<file path="config.mk">
export PLATFORM = sky130hd
export DESIGN_NAME = hazard_ctrl_flat
export DESIGN_NICKNAME = d
export VERILOG_FILES = /design/src/rtl/hazard_ctrl_if.sv /design/src/rtl/hazard_ctrl.sv /design/src/flat_wrapper.sv
export SDC_FILE = /design/constraint.sdc
export NUM_CORES = 1
export LEC_CHECK = 0
export CORE_ASPECT_RATIO = 0.7
export CORE_MARGIN = 1
export CORE_UTILIZATION = 49
export DETAILED_ROUTE_END_ITERATION = 12
export PLACE_DENSITY_LB_ADDON = 0.08
export SETUP_SLACK_MARGIN = 0.02
export SYNTH_ARGS = -nofsm -noshare
export SYNTH_HDL_FRONTEND = slang
export SYNTH_SLANG_ARGS = --single-unit
export TNS_END_PERCENT = 5
</file>
<file path="constraint.sdc">
create_clock -name clk -period 4.39 [get_ports clk]
set_input_delay 0.439 -clock clk [delete_from_list [all_inputs] [get_ports clk]]
set_output_delay 0.439 -clock clk [all_outputs]
set_load 0.03 [all_outputs]
</file>
<file path="src/rtl/hazard_ctrl_if.sv">
// Pipeline-side bundle for hazard_ctrl: ID/EX/MEM register specifiers in,
// PC / IF/ID load enables, flush strobes and statistics out.
interface hazard_ctrl_if #(
  parameter int REG_W = 5,
  parameter int CNT_W = 16
);
  logic [REG_W-1:0] id_rs;
  logic [REG_W-1:0] id_rt;
  logic             id_uses_rt;
  logic [REG_W-1:0] ex_rd;
  logic             ex_reg_write;
  logic             ex_mem_read;
  logic [REG_W-1:0] mem_rd;
  logic             mem_reg_write;
  logic             ex_branch;
  logic             ex_branch_taken;
  logic             pc_write;
  logic             ifid_write;
  logic             ifid_flush;
  logic             idex_flush;
  logic [CNT_W-1:0] stall_count;
  logic [CNT_W-1:0] flush_count;

  // Handshake: there is no valid/ready pair. The datapath loads PC and IF/ID
  // on every rising edge where pc_write/ifid_write are 1; ifid_flush and
  // idex_flush override the loaded value with zero on that same edge.
  modport master (
    output id_rs, id_rt, id_uses_rt, ex_rd, ex_reg_write, ex_mem_read,
           mem_rd, mem_reg_write, ex_branch, ex_branch_taken,
    input  pc_write, ifid_write, ifid_flush, idex_flush,
           stall_count, flush_count
  );

  modport slave (
    input  id_rs, id_rt, id_uses_rt, ex_rd, ex_reg_write, ex_mem_read,
           mem_rd, mem_reg_write, ex_branch, ex_branch_taken,
    output pc_write, ifid_write, ifid_flush, idex_flush,
           stall_count, flush_count
  );
endinterface

</file>
<file path="src/rtl/hazard_ctrl.sv">
// RAW-hazard stall and taken-branch flush controller for a 5-stage MIPS pipe.
// Define HAZARD_FORWARDING_EN when a forwarding unit exists (load-use stalls only).
module hazard_ctrl #(
  parameter int REG_W = 5,
  parameter int CNT_W = 16
) (
  input  logic         clk,
  input  logic         reset,
  hazard_ctrl_if.slave hz,
  output logic         dbg_stall,
  output logic [1:0]   dbg_left
);

  typedef enum logic {RUN = 1'b0, STALL = 1'b1} state_t;

  state_t           state_q, state_d;
  logic [1:0]       left_q, left_d;
  logic [CNT_W-1:0] stall_count_q, stall_count_d;
  logic [CNT_W-1:0] flush_count_q, flush_count_d;

  logic       branch_taken;
  logic       ex_match;
  logic       mem_match;
  logic [1:0] stall_cycles;
  logic       stall_inc;
  logic       flush_inc;
  logic       pc_write;
  logic       ifid_write;
  logic       ifid_flush;
  logic       idex_flush;

  assign branch_taken = hz.ex_branch & hz.ex_branch_taken;

  // Register 0 is hardwired, so a write to it never creates a dependency.
  assign ex_match  = hz.ex_reg_write && (hz.ex_rd != '0) &&
                     ((hz.ex_rd == hz.id_rs) || (hz.id_uses_rt && (hz.ex_rd == hz.id_rt)));
  assign mem_match = hz.mem_reg_write && (hz.mem_rd != '0) &&
                     ((hz.mem_rd == hz.id_rs) || (hz.id_uses_rt && (hz.mem_rd == hz.id_rt)));

`ifdef HAZARD_FORWARDING_EN
  assign stall_cycles = (ex_match && hz.ex_mem_read) ? 2'd1 : 2'd0;
`else
  assign stall_cycles = ex_match ? 2'd2 : (mem_match ? 2'd1 : 2'd0);
`endif

  always_comb begin
    pc_write   = 1'b1;
    ifid_write = 1'b1;
    ifid_flush = 1'b0;
    idex_flush = 1'b0;
    state_d    = state_q;
    left_d     = left_q;
    stall_inc  = 1'b0;
    flush_inc  = 1'b0;

    if (reset) begin
      pc_write   = 1'b0;
      ifid_write = 1'b0;
      ifid_flush = 1'b1;
      idex_flush = 1'b1;
    end else if (branch_taken) begin
      ifid_flush = 1'b1;
      idex_flush = 1'b1;
      state_d    = RUN;
      left_d     = 2'd0;
      flush_inc  = 1'b1;
    end else begin
      case (state_q)
        RUN: begin
          if (stall_cycles != 2'd0) begin
            pc_write   = 1'b0;
            ifid_write = 1'b0;
            idex_flush = 1'b1;
            stall_inc  = 1'b1;
            if (stall_cycles > 2'd1) begin
              left_d  = stall_cycles - 2'd1;
              state_d = STALL;
            end
          end
        end
        STALL: begin
          pc_write   = 1'b0;
          ifid_write = 1'b0;
          idex_flush = 1'b1;
          stall_inc  = 1'b1;
          // Leaving when the countdown hits zero also covers a corrupt left_q of 0.
          if (left_q <= 2'd1) begin
            left_d  = 2'd0;
            state_d = RUN;
          end else begin
            left_d = left_q - 2'd1;
          end
        end
        default: begin
          state_d = RUN;
          left_d  = 2'd0;
        end
      endcase
    end

    stall_count_d = stall_count_q;
    if (stall_inc && (stall_count_q != '1)) stall_count_d = stall_count_q + 1'b1;
    flush_count_d = flush_count_q;
    if (flush_inc && (flush_count_q != '1)) flush_count_d = flush_count_q + 1'b1;
  end

  always_ff @(posedge clk) begin
    if (reset) begin
      state_q       <= RUN;
      left_q        <= 2'd0;
      stall_count_q <= '0;
      flush_count_q <= '0;
    end else begin
      state_q       <= state_d;
      left_q        <= left_d;
      stall_count_q <= stall_count_d;
      flush_count_q <= flush_count_d;
    end
  end

  assign hz.pc_write    = pc_write;
  assign hz.ifid_write  = ifid_write;
  assign hz.ifid_flush  = ifid_flush;
  assign hz.idex_flush  = idex_flush;
  assign hz.stall_count = stall_count_q;
  assign hz.flush_count = flush_count_q;
  assign dbg_stall      = (state_q == STALL);
  assign dbg_left       = left_q;

endmodule

</file>
<file path="src/flat_wrapper.sv">
// flat-port wrapper written by rule: the top's interface ports become plain ports
module hazard_ctrl_flat 
#(
  parameter int REG_W = 5,
  parameter int CNT_W = 16
)
  (clk, reset, dbg_stall, dbg_left, hz_id_rs, hz_id_rt, hz_id_uses_rt, hz_ex_rd, hz_ex_reg_write, hz_ex_mem_read, hz_mem_rd, hz_mem_reg_write, hz_ex_branch, hz_ex_branch_taken, hz_pc_write, hz_ifid_write, hz_ifid_flush, hz_idex_flush, hz_stall_count, hz_flush_count);
  hazard_ctrl_if #(.REG_W(REG_W), .CNT_W(CNT_W)) hz_i ();
  input  logic clk;
  input  logic reset;
  output logic dbg_stall;
  output logic [1:0] dbg_left;
  input wire logic [$bits(hz_i.id_rs)-1:0] hz_id_rs;
  input wire logic [$bits(hz_i.id_rt)-1:0] hz_id_rt;
  input wire logic [$bits(hz_i.id_uses_rt)-1:0] hz_id_uses_rt;
  input wire logic [$bits(hz_i.ex_rd)-1:0] hz_ex_rd;
  input wire logic [$bits(hz_i.ex_reg_write)-1:0] hz_ex_reg_write;
  input wire logic [$bits(hz_i.ex_mem_read)-1:0] hz_ex_mem_read;
  input wire logic [$bits(hz_i.mem_rd)-1:0] hz_mem_rd;
  input wire logic [$bits(hz_i.mem_reg_write)-1:0] hz_mem_reg_write;
  input wire logic [$bits(hz_i.ex_branch)-1:0] hz_ex_branch;
  input wire logic [$bits(hz_i.ex_branch_taken)-1:0] hz_ex_branch_taken;
  output wire logic [$bits(hz_i.pc_write)-1:0] hz_pc_write;
  output wire logic [$bits(hz_i.ifid_write)-1:0] hz_ifid_write;
  output wire logic [$bits(hz_i.ifid_flush)-1:0] hz_ifid_flush;
  output wire logic [$bits(hz_i.idex_flush)-1:0] hz_idex_flush;
  output wire logic [$bits(hz_i.stall_count)-1:0] hz_stall_count;
  output wire logic [$bits(hz_i.flush_count)-1:0] hz_flush_count;
  assign hz_i.id_rs = hz_id_rs;
  assign hz_i.id_rt = hz_id_rt;
  assign hz_i.id_uses_rt = hz_id_uses_rt;
  assign hz_i.ex_rd = hz_ex_rd;
  assign hz_i.ex_reg_write = hz_ex_reg_write;
  assign hz_i.ex_mem_read = hz_ex_mem_read;
  assign hz_i.mem_rd = hz_mem_rd;
  assign hz_i.mem_reg_write = hz_mem_reg_write;
  assign hz_i.ex_branch = hz_ex_branch;
  assign hz_i.ex_branch_taken = hz_ex_branch_taken;
  assign hz_pc_write = hz_i.pc_write;
  assign hz_ifid_write = hz_i.ifid_write;
  assign hz_ifid_flush = hz_i.ifid_flush;
  assign hz_idex_flush = hz_i.idex_flush;
  assign hz_stall_count = hz_i.stall_count;
  assign hz_flush_count = hz_i.flush_count;
  hazard_ctrl #(.REG_W(REG_W), .CNT_W(CNT_W)) u_core (.clk(clk), .reset(reset), .hz(hz_i), .dbg_stall(dbg_stall), .dbg_left(dbg_left));
endmodule
</file>
Word-level counts from Yosys, hierarchy flattened:

Cells that the tools add are included.

* register bits after elaboration: 35
* bits of input ports: 28
* word-level logic and storage cells: 58

* add/sub/neg operators: 4
* magnitude comparators: 2
* equal/unequal tests: 8
* muxes and demuxes: 23
* bitwise gates (word level): 2
* reduce and logical (&&, ||, !) cells: 15

Operators with widths (number)
* 16-bit by 1-bit adder with 16-bit output (second input constant): 2
* 16-bit != test (second input constant): 2
* 5-bit == test: 4
* 1-bit 2-to-1 mux: 15
* 5-bit nonzero test: 2
* 1-bit logical AND: 8
* 2-bit 2-to-1 mux: 4
* 1-bit one-hot mux with 2 select lines: 3
* 2-bit by 1-bit != test with 1-bit output (second input constant): 2
* 2-bit one-hot mux with 2 select lines: 1
* 2-bit by 1-bit subtractor with 2-bit output (second input constant): 2
* 2-bit by 1-bit > comparator with 1-bit output (second input constant): 1
* 2-bit by 1-bit less-or-equal comparator with 1-bit output (second input constant): 1
* 1-bit logical OR: 2
* 2-bit AND reduction: 1
* 2-bit nonzero test: 1
* 2-bit OR reduction: 1
* 1-bit bitwise AND: 1
* 1-bit NOT: 1

Logic depth before layout (Yosys ltp):

* depth after elaboration: 12
* depth in mapped cells: 9
* depth with buffers taken out: 7

Worst setup path after synthesis:

OpenSTA, ideal clock, no wires.

* kind: input to output
* from: input hz_mem_rd[0]
* to: output hz_pc_write
* arrival: 2.495 ns
* path slack: 1.456 ns
* stages: 8
* buffers on the path: 3
* path through: or4_1 o21a_1 a221oi_4 buf_6 buf_6 nor2_1 nor2_1 buf_4

* word-level cells in the longest chain between the ends: 11
* elaborated cells on any way between the ends: 14

RTL lines
* from (decl): RTL line flat_wrapper.sv:19 `input wire logic [$bits(hz_i.mem_rd)-1:0] hz_mem_rd;`
* 5-bit == test: RTL line hazard_ctrl.sv:38 `((hz.mem_rd == hz.id_rs) || (hz.id_uses_rt && (hz.mem_rd == hz.id_rt)));`
* 1-bit logical AND: RTL line hazard_ctrl.sv:38
* 1-bit logical OR: RTL line hazard_ctrl.sv:38
* 1-bit logical AND *: RTL line hazard_ctrl.sv:37 `assign mem_match = hz.mem_reg_write && (hz.mem_rd != '0) &&`
* 1-bit 2-to-1 mux *: RTL line hazard_ctrl.sv:43 `assign stall_cycles = ex_match ? 2'd2 : (mem_match ? 2'd1 : 2'd0);`
* 2-bit 2-to-1 mux *: RTL line hazard_ctrl.sv:43
* 2-bit nonzero test *: RTL line hazard_ctrl.sv:70 `if (stall_cycles != 2'd0) begin`
* 1-bit 2-to-1 mux *
* 1-bit one-hot mux with 2 select lines *
* 1-bit 2-to-1 mux * (2 in a row)
* to (decl): RTL line flat_wrapper.sv:23 `output wire logic [$bits(hz_i.pc_write)-1:0] hz_pc_write;`

Mark *: on every way between the ends. The rest lies on a longest branch, timed or not.

Worst setup path in the final report:

* from: input hz_mem_rd[0]
* to: output hz_idex_flush

* word-level cells in the longest chain between the ends: 11
* elaborated cells on any way between the ends: 14

RTL lines
* 5-bit == test: RTL line hazard_ctrl.sv:38
* 1-bit logical AND: RTL line hazard_ctrl.sv:38
* 1-bit logical OR: RTL line hazard_ctrl.sv:38
* 1-bit logical AND *: RTL line hazard_ctrl.sv:37
* 1-bit 2-to-1 mux *: RTL line hazard_ctrl.sv:43
* 2-bit 2-to-1 mux *: RTL line hazard_ctrl.sv:43
* 2-bit nonzero test *: RTL line hazard_ctrl.sv:70
* 1-bit 2-to-1 mux *: RTL line hazard_ctrl.sv:70
* 1-bit one-hot mux with 2 select lines *: RTL line hazard_ctrl.sv:68 `case (state_q)`
* 1-bit 2-to-1 mux *: RTL line hazard_ctrl.sv:61 `end else if (branch_taken) begin`
* 1-bit 2-to-1 mux *: RTL line hazard_ctrl.sv:56 `if (reset) begin`
* to (decl): RTL line flat_wrapper.sv:26 `output wire logic [$bits(hz_i.idex_flush)-1:0] hz_idex_flush;`

Marked as above.

==> results.yml <==
grt:
  grt_util_all_layers: 0.239
  grt-ovfl-total: 0
  grt_antenna_before_repair: 0
  grt_pass1_vias: 1758
  grt_pass1_wl_um: 8250
  grt_max_degree: 32
yosys:
  synthesis.nets: 274
  synth_edf_count: 0
  async_reset_ff_frac: 0
  synth_top_cell_by_area: "dfxtp_1"
  yosysMostFrequentCell: "dfxtp_1"
  synth_seq_cells: 35
  ys.flop_type: "dfxtp_1"
  yosysUniqueCellTypes: 41
  synth.avg_cell_area_um2: 8.31
  synth_common_cells: "dfxtp_1 (35), xnor2_1 (28), nor2_1 (23), nand2_1 (19)"
  syn_inst: 244
  yosysSeqAreaShare: 0.345
  syn-cell-area_um2: 2030
  synth_top_area_share: 0.345
  ys_warn_count: 0
  synth.area.top_cells: "dfxtp_1 (35%), xnor2_1 (12%), nor2_1 (4.3%), or4_1 (4.1%), nand2_1 (3.5%)"
timing:
  slew_headroom: 0.391
  fin_ws_ns: 0.900
  slew_viol_final: 0
  fmax_mhz: 287
  whs_ns: 0.492
  setup_viol: 0
  fin_skew_ns: 0.00985
  fin_setup_tns_ns: 0
  fin_crit_sh: 0.795
  rsz0062_at_grt: "no"
  tightest_slew_ns: 0.914
  hold_viol: 0
  period_needed_ns: 3.49
clock_network:
  post-cts-setup-buffer-count: 0
  cts.repair.resized: 0
  clk_latency_ns: 0.29
  cts-root-buf: "clkbuf_8"
  htree_levels: 2
  clkTransAtPathRegs_ns: 0.07
  cts_tree: "done"
  holdBufCountCts: 0
  clock_sink_count: 35
  cts.path.max_buffers: 2
  cts_inserted_buffers: 5
layout:
  area_growth_pct: 38.1
  final_cells: 359
  final_layout_size_suffix_gt1_frac: 0.0489
  nets: 336
  post-route-util: 0.710
  final_cell_area_um2: 2800
  diodes: 0
  fillers: 345
floorplan:
  die_area_um2: 4400
  start_util: 0.514
  row_count: 19
  die_h_um: 55.8
  die_w_um: 78.9
  core_area_um2: 3950
  num_io_pins: 67
job:
  drv_cap: 0
critical_path:
  r2r_start: "u_core.hz.stall_count[0]"
  endpoint_kind: "output port"
  rr_worst_depth: 6
  cp-start-kind: "input port"
  critPathArrivalTime_ns: 3.05
  crit_fanout: 27
  r2r_slack_ns: 1.63
  crit_type: "input port to output port"
  required_ns: 3.95
  rr_endpoint: "u_core.hz.stall_count[10]"
min_path:
  hold_depth: 2
  worstHoldStart: "u_core.dbg_left[1]"
  hp-class: "register to register"
  hold_end: "u_core.dbg_stall"
place:
  pre_cts_ws_ns: 0.894
  place_inst: 351
  placement.cell_area_um2: 2680
  gp_congestion: 0.865
  hpwl_um: 3700
  io_buffers: 65
power_and_ir_drop:
  totalPowerFinal_mw: 0.729
  p_leak_nw: 0.876
  ir_worst_vdd_mv: 0.240
  p_per_area_nw_per_um2: 260
route:
  detail-route-antenna-nets: 0
  drt-pass1-iter-count: 4
  drt-total-wl_um: 5100
  drtIter0Drc: 115
  routedWlPerCell_um: 14.2
  route.vias.total: 2015
  detail_route.drc_violations: 0
  routed_via_density: 5.61
run_status:
  status: "completed"
power by group:
| group | total (mW) | switching [mW] | internal [mW] |
|---|---|---|---|
| Combinational | 0.103 | 0.0535 | 0.0500 |
| Clock | 0.304 | 0.120 | 0.184 |
| Sequential | 0.322 | 0.00280 | 0.319 |
worst max path at each step:
stage	start	to	slack, ns	depth (start not counted)
3_5_place_dp	hz_mem_rd[0]	hz_idex_flush	0.89	7
2_1_floorplan	hz_mem_rd[0]	hz_pc_write	1.46	8
4_1_cts	hz_mem_rd[0]	hz_idex_flush	0.88	7
3_3_place_gp	hz_mem_rd[0]	hz_idex_flush	0.90	7
5_1_grt	hz_mem_rd[0]	hz_idex_flush	0.80	7
6_report	hz_mem_rd[0]	hz_idex_flush	0.90	7
sequential cells by signal, summed over array words and instances, names as in the netlist:
| name | count |
|---|---|
| u_core.dbg_left | 2 |
| u_core.hz.stall_count | 16 |
| u_core.dbg_stall | 1 |
| u_core.hz.flush_count | 16 |
worst max-delay path, stage by stage:
cell and delay [ns]:
clkdlybuf4s50_1 0.47, or4_1 0.54, o21a_1 0.22, a221oi_4 0.38, buf_4 0.33, nand2b_1 0.08
clkdlybuf4s50_1 0.59
layer usage:
metal	GRT usage	vias up	share of wire
li1	-	1022	-
met1	0.368	944	0.51
met2	0.335	47	0.43
met3	0.0656	2	0.055
met4	0.0390	0	0.0049
met5	0	-	0
cells in the final DEF, fill, tap and decap left out, types with 3 or more instances in the layout:
cell type / n
or2_1: 3
and2_1: 3
dfxtp_1: 35
nor3_1: 6
nand4_1: 10
o21ai_0: 3
xor2_1: 4
a21oi_1: 13
or3_1: 3
clkbuf_8: 6
nand3_1: 13
nor2_1: 23
o311ai_1: 5
clkdlybuf4s50_1: 65
nor4_1: 3
o41ai_1: 5
o21ai_1: 5
o31ai_1: 8
nand2_1: 19
and3_1: 3
or4_1: 11
xnor2_1: 28
inv_1: 8
kinds of logic (layout without fill, tap and decap cells):
kind of cell | count (synthesis) | count (layout) | synth area share
AOI/OAI and AO/OA | 50 | 50 | 0.176
xor gates and xnor gates | 32 | 32 | 0.138
adders and majority gates | 2 | 2 | 0.0123
buffers and inverters | 20 | 83 | 0.0518
DFF | 35 | 35 | 0.345
muxes | 2 | 2 | 0.0123
and+or+nand+nor | 103 | 103 | 0.264
cell type report:
class                      instances  area [um^2]  area share
clock buffer                       6         82.6      0.0295
clock inverter                     2         35.0      0.0125
tap                               52         65.1      0.0232
timing repair buffer              67          666       0.238
inverter                           8         30.0      0.0107
multi-input combinational        189         1220       0.436
sequential                        35          701       0.250
Power figures use the tool's default switching activity.
